==> config.mk <==
export PLATFORM = sky130hd
export DESIGN_NAME = m_dmem_responder
export DESIGN_NICKNAME = d
export VERILOG_FILES = /design/src/rtl/m_dmem_responder.sv
export SDC_FILE = /design/constraint.sdc
export NUM_CORES = 2
export LEC_CHECK = 0
export ABC_AREA = 1
export CAP_MARGIN = 20
export CORE_UTILIZATION = 30
export DETAILED_ROUTE_END_ITERATION = 16
export GPL_TIMING_DRIVEN = 0
export PLACE_DENSITY = 0.44
export REMOVE_ABC_BUFFERS = 1
export SLEW_MARGIN = 40
export SYNTH_ARGS = -nofsm -noshare
export SYNTH_HDL_FRONTEND = slang
export SYNTH_SLANG_ARGS = --single-unit
==> constraint.sdc <==
create_clock -name w_clk -period 2.5 [get_ports w_clk]
set_clock_uncertainty 0.05 [all_clocks]
set_input_delay 0.5 -clock w_clk [delete_from_list [all_inputs] [get_ports w_clk]]
set_output_delay 0.5 -clock w_clk [all_outputs]
set_load 0.005 [all_outputs]
==> src/rtl/m_dmem_responder.sv <==
// m_dmem_responder: memory end of a valid/ready load/store interface.
// One request at a time is accepted, then WAIT_CYCLES wait states are inserted.
// The access is performed on a single edge: a byte-masked store commit, or a
// load read. Read data and an error flag are then returned on a separate
// valid/ready response channel.
//
// Ports
//   w_clk, w_rst_n      clock, asynchronous active-low reset
//   w_req_valid/ready   request handshake (ready only while idle)
//   w_req_addr          byte address; word index is addr[DEPTH_LOG2+1:2]
//   w_req_we            1 = store, 0 = load
//   w_req_wstrb         byte-lane enables for stores
//   w_req_wdata         store data
//   w_rsp_valid/ready   response handshake
//   w_rsp_rdata         load data (0 for stores and errors)
//   w_rsp_err           misaligned or out-of-range address
module m_dmem_responder #(
    parameter  int unsigned DEPTH_LOG2  = 6,
    parameter  int unsigned WAIT_CYCLES = 2,
    localparam int unsigned AW          = 32,
    localparam int unsigned DW          = 32,
    localparam int unsigned SW          = DW / 8
) (
    input  logic          w_clk,
    input  logic          w_rst_n,
    input  logic          w_req_valid,
    output logic          w_req_ready,
    input  logic [AW-1:0] w_req_addr,
    input  logic          w_req_we,
    input  logic [SW-1:0] w_req_wstrb,
    input  logic [DW-1:0] w_req_wdata,
    output logic          w_rsp_valid,
    input  logic          w_rsp_ready,
    output logic [DW-1:0] w_rsp_rdata,
    output logic          w_rsp_err
);

    localparam int unsigned DEPTH     = 1 << DEPTH_LOG2;
    localparam int unsigned CNT_W     = 4;
    localparam bit          ZERO_WAIT = (WAIT_CYCLES == 0);
    localparam logic [CNT_W-1:0] CNT_LOAD =
        ZERO_WAIT ? CNT_W'(0) : CNT_W'(WAIT_CYCLES - 1);

    typedef struct packed {
        logic [AW-1:0] addr;
        logic          we;
        logic [SW-1:0] wstrb;
        logic [DW-1:0] wdata;
    } req_t;

    typedef enum logic [1:0] {
        ST_IDLE = 2'd0,
        ST_WAIT = 2'd1,
        ST_RESP = 2'd2
    } state_t;

    state_t           state_q;
    logic [CNT_W-1:0] cnt_q;
    req_t             req_q;
    logic             req_ready_q;
    logic             rsp_valid_q;
    logic [DW-1:0]    rsp_rdata_q;
    logic             rsp_err_q;

    // Storage has no reset; contents survive a reset of the control path.
    logic [DW-1:0]    mem_q [DEPTH];

    req_t                  req_in_c;
    req_t                  acc_c;
    logic                  acc_fire_c;
    logic                  acc_err_c;
    logic [DEPTH_LOG2-1:0] acc_idx_c;
    logic [DW-1:0]         acc_rdata_c;
    logic                  mem_we_c;

    // Access decode. With no wait states the access happens on the accepting
    // edge, so it must use the live request rather than the latched copy.
    always_comb begin
        req_in_c.addr  = w_req_addr;
        req_in_c.we    = w_req_we;
        req_in_c.wstrb = w_req_wstrb;
        req_in_c.wdata = w_req_wdata;

        acc_c      = ZERO_WAIT ? req_in_c : req_q;
        acc_fire_c = ZERO_WAIT ? ((state_q == ST_IDLE) && w_req_valid)
                               : ((state_q == ST_WAIT) && (cnt_q == '0));

        acc_err_c  = (acc_c.addr[1:0] != 2'b00)
                  || (acc_c.addr[AW-1:DEPTH_LOG2+2] != '0);
        acc_idx_c  = acc_c.addr[DEPTH_LOG2+1:2];

        acc_rdata_c = '0;
        if (!acc_c.we && !acc_err_c) begin
            acc_rdata_c = mem_q[acc_idx_c];
        end

        mem_we_c = acc_fire_c && acc_c.we && !acc_err_c;
    end

    // Byte-lane store commit on the edge that enters RESP.
    always_ff @(posedge w_clk) begin
        if (mem_we_c) begin
            for (int i = 0; i < SW; i++) begin
                if (acc_c.wstrb[i]) begin
                    mem_q[acc_idx_c][8*i +: 8] <= acc_c.wdata[8*i +: 8];
                end
            end
        end
    end

    // Control FSM with registered handshake and response outputs.
    always_ff @(posedge w_clk or negedge w_rst_n) begin
        if (!w_rst_n) begin
            state_q     <= ST_IDLE;
            cnt_q       <= '0;
            req_q       <= '0;
            req_ready_q <= 1'b1;
            rsp_valid_q <= 1'b0;
            rsp_rdata_q <= '0;
            rsp_err_q   <= 1'b0;
        end else begin
            case (state_q)
                ST_IDLE: begin
                    if (w_req_valid) begin
                        req_q       <= req_in_c;
                        req_ready_q <= 1'b0;
                        if (ZERO_WAIT) begin
                            state_q     <= ST_RESP;
                            rsp_valid_q <= 1'b1;
                            rsp_rdata_q <= acc_rdata_c;
                            rsp_err_q   <= acc_err_c;
                        end else begin
                            state_q <= ST_WAIT;
                            cnt_q   <= CNT_LOAD;
                        end
                    end
                end

                ST_WAIT: begin
                    // Counter stops at zero; the zero cycle is the access edge.
                    if (cnt_q == '0) begin
                        state_q     <= ST_RESP;
                        rsp_valid_q <= 1'b1;
                        rsp_rdata_q <= acc_rdata_c;
                        rsp_err_q   <= acc_err_c;
                    end else begin
                        cnt_q <= cnt_q - CNT_W'(1);
                    end
                end

                ST_RESP: begin
                    if (w_rsp_ready) begin
                        state_q     <= ST_IDLE;
                        req_ready_q <= 1'b1;
                        rsp_valid_q <= 1'b0;
                        rsp_rdata_q <= '0;
                        rsp_err_q   <= 1'b0;
                    end
                end

                default: begin
                    state_q     <= ST_IDLE;
                    cnt_q       <= '0;
                    req_ready_q <= 1'b1;
                    rsp_valid_q <= 1'b0;
                    rsp_rdata_q <= '0;
                    rsp_err_q   <= 1'b0;
                end
            endcase
        end
    end

    assign w_req_ready = req_ready_q;
    assign w_rsp_valid = rsp_valid_q;
    assign w_rsp_rdata = rsp_rdata_q;
    assign w_rsp_err   = rsp_err_q;

endmodule

==> flow_summary_export.csv <==
group,metric,value,unit
global_route,grt_pass1_wl,437000,um
cts,cts_sinks,2158,
routing,vias,62210,
sta,holdWs,0.0236,ns
setup_path,worstSetupEndpointType,"flop",
sta,slew_violations,0,
cells_and_area,fin_cells,13228,
setup_path,cp_cell_sequence,"buf_12, buf_16, buf_16, inv_16, buf_16, buf_16, buf_16, buf_16, nand2_1, nand3_1, nand4_1, and2_1, nor2_2, nand3_4, nand2_2",
logic_synthesis,ys_ff_latch,2158,
cts,cts_buffers,233,
logic_synthesis,syn_area,90800,um2
cts,clock_latency,0.91,ns
cts,cts_tree,"done",
cells_and_area,design.final.nets,9142,
floorplan,die_w,552,um
place,port_buffers,107,
logic_synthesis,ys.warnings.count,0,
routing,first_pass_iters,6,
sta,period_share,1.10,
cells_and_area,syn2layout_area_growth,29.3,%
setup_path,cp.required,3.26,ns
setup_path,start_kind,"flop",
cts,clock_path_buffers,3,
pwr,ir_worst_vdd,1.10,mV
floorplan,core,300000,um2
setup_path,cp_slowest_cell,"dfrtp_4",
place,placed_cell_area,98400,um2
pwr,power.leakage,45.7,nW
routing,via_per_inst,4.70,
sta,layout_setup_ws,-0.253,ns
global_route,grt_pass1_vias,58871,
routing,first_iter_violations,5701,
sta,finalHoldViolCount,0,
setup_path,crit_top_cell,"buf_16",
routing,drt_wl_total,312000,um
place,place_ws,-2.09,ns
cells_and_area,design_area,117000,um2
setup_path,crit_buf_inv,8,
sta,worst_slew_pin_slew,0.934,ns
outcome,violations,"setup timing",
floorplan,start_util,0.302,
setup_path,worstSetupPathType,"flop to flop",
place,gp_congestion,0.756,
setup_path,crit_fanout,8,
global_route,grt_usage,0.198,
floorplan,io_pins,108,
routing,drc,0,
sta,rsz0062_at_grt,"true",
cts,path_clk_slew,0.06,ns
sta,final-setup-viol-count,887,
place,hpwl,173000,um
logic_synthesis,syn_avg_cell_area,10.7,um2
setup_path,cp_top_family,"buffers and inverters",
sta,max_slew_margin,0.377,
cells_and_area,drive_gt1_frac,0.178,
global_route,antenna_found_initial,7,
sta,clock.fmax,363,MHz
outcome,status,"finished, violations left",
setup_path,cp_slowest_stage_delay,0.51,ns
setup_path,cp_data_arrival_time,3.51,ns
logic_synthesis,synth_cells,8507,
logic_synthesis,ys_seq_area_frac,0.708,
cts,htreeDepth,4,
routing,wl_per_cell,23.6,um
place,dp.cells,12317,
logic_synthesis,ys_types,31,
cts,clockRootBuffer,"clkbuf_16",
cells_and_area,fin_util,0.391,
floorplan,rows,201,
sta,fin_crit,2.75,ns
routing,antenna_left,0,
global_route,grt-ovfl-total,0,
global_route,grt_max_degree,64,
flow_run,drv_cap,0,
floorplan,die_area,305000,um2
pwr,power_density,1090,nW/um2
floorplan,die_h,552,um
min_path,worst_hold_path_type,"primary input to asynchronous set/reset pin",
[per-stage QoR]
stage | TNS, ns | power (mW)
6_report | -40.60 | 128
5_1_grt | -123.67 | 134
4_1_cts | -58.86 | 127
3_5_place_dp | -2991.34 | 86.3
3_3_place_gp | - | 63.8
2_1_floorplan | - | 59.4
[per-layer routing]
layer	share of wire	vias up	GRT usage
li1	-	29144	-
met4	0.035	2	0.0632
met5	0.000038	-	0
met2	0.46	1871	0.317
met1	0.44	30751	0.273
met3	0.061	442	0.0338
[flip-flops by register name, summed over array words and instances, names as in the netlist]
signal,count
w_rsp_rdata,32
w_rsp_valid,1
w_rsp_err,1
mem_q,2048
cnt_q,4
state_q,2
acc_c,69
w_req_ready,1
[report_power, final]
| group | internal, mW | switching [mW] | leakage [nW] |
|---|---|---|---|
| Sequential | 45.5 | 3.16 | 19.7 |
| Combinational | 15.9 | 31.1 | 22.6 |
| Clock | 17.9 | 14.5 | 3.43 |
[cell usage after synthesis (all sizes together)]
cell type,number,area (um2)
a21boi,1,7.51
a21oi,41,205
a22o,1,8.76
and2,29,181
buf,341,2000
clkbuf,98,368
dfrtp,109,2730
dfstp,1,26.3
edfxtp,2048,61500
ha,2,25.0
inv,742,2790
mux2,63,709
nand2,3536,13300
nand3,552,2760
nand3b,3,22.5
nand4,127,795
nor2,624,2390
nor3,9,45.0
o211ai,1,7.51
o21ai,175,876
o21bai,1,7.51
or2,1,6.26
xor2,2,17.5
[final timing paths]
check                                       end  cells after the start  slack [ns]       startpoint
worst min-delay path            w_rsp_rdata[29]                      2        0.02          w_rst_n
worst max-delay path            w_rsp_rdata[28]                     15       -0.25        acc_c[39]
min in group w_clk                    acc_c[39]                      3        0.16    w_req_addr[2]
worst min register to register  w_rsp_rdata[20]                      2        0.43  w_rsp_rdata[20]
max in group asynchronous            state_q[0]                      3        1.54          w_rst_n
worst max register to register  w_rsp_rdata[28]                     15       -0.25        acc_c[39]
[final cells by class]
| type | instances | area [um2] |
|---|---|---|
| fill | 28616 | 183000 |
| sequential | 2158 | 64400 |
| multi-input combinational | 5177 | 25400 |
| timing repair buffer | 747 | 12600 |
| clock buffer | 309 | 6230 |
| tap | 3958 | 4950 |
| inverter | 742 | 2860 |
| clock inverter | 125 | 810 |
| timing repair inverter | 8 | 72.6 |
| antenna | 4 | 10.0 |
[cells by family (layout without fill, tap and decap cells)]
kind of cell	count (synthesis)	count (layout)	share of synthesized area
simple gates	4881	4890	0.215
flops	2158	2158	0.708
buf+inv	1181	1931	0.0568
compound gates	220	220	0.0123
mux	63	63	0.00782
fa+ha+maj	2	2	0.000276
xor+xnor	2	2	0.000193
other cells	0	4	0
[placed cells by master (no fill, tap or decap), types with 18 or more instances in the layout]
master           netlist  layout
edfxtp_1            2048    2048
nand2_1             3531    3350
clkinv_2               0      33
o21ai_1              126     123
and2_1                29      23
buf_2                257      18
buf_6                 33      28
nand2_8                0      42
nand2_4                0      41
nor2_4                 5     302
buf_12                 0     295
inv_1                736     731
nand2_2                5     112
buf_4                 41     143
buf_16                 0      92
clkbuf_1              98      67
mux2_2                63      63
bufbuf_16              0      26
a21oi_1               41      26
clkbuf_16              0     259
clkdlybuf4s50_1        0     106
nand3_1              552     511
clkinv_1               0      69
nor2_1               613     308
o21ai_0               49      47
nand3_2                0      27
dfrtp_4                0      35
nand4_1              127     127
dfrtp_1              109      69
[timing repair]
action	in CTS	in global routing
gates cloned	81	28
hold buffers	2	0
setup endpoints to repair	2084	2074
buffers inserted	309	59
hold endpoints to repair	110	0
gates resized for setup	664	203
pin swaps	249	116
[worst register-to-register path, cell delays in order (launching register included)]
cell and delay (ns):
dfrtp_4 0.51, buf_12 0.15, buf_16 0.13, buf_16 0.14
inv_16 0.08, buf_16 0.14, buf_16 0.17, buf_16 0.18
buf_16 0.16, nand2_1 0.08, nand3_1 0.09, nand4_1 0.22
and2_1 0.23, nor2_2 0.13, nand3_4 0.13, nand2_2 0.09
Power figures use the tool's default switching activity.
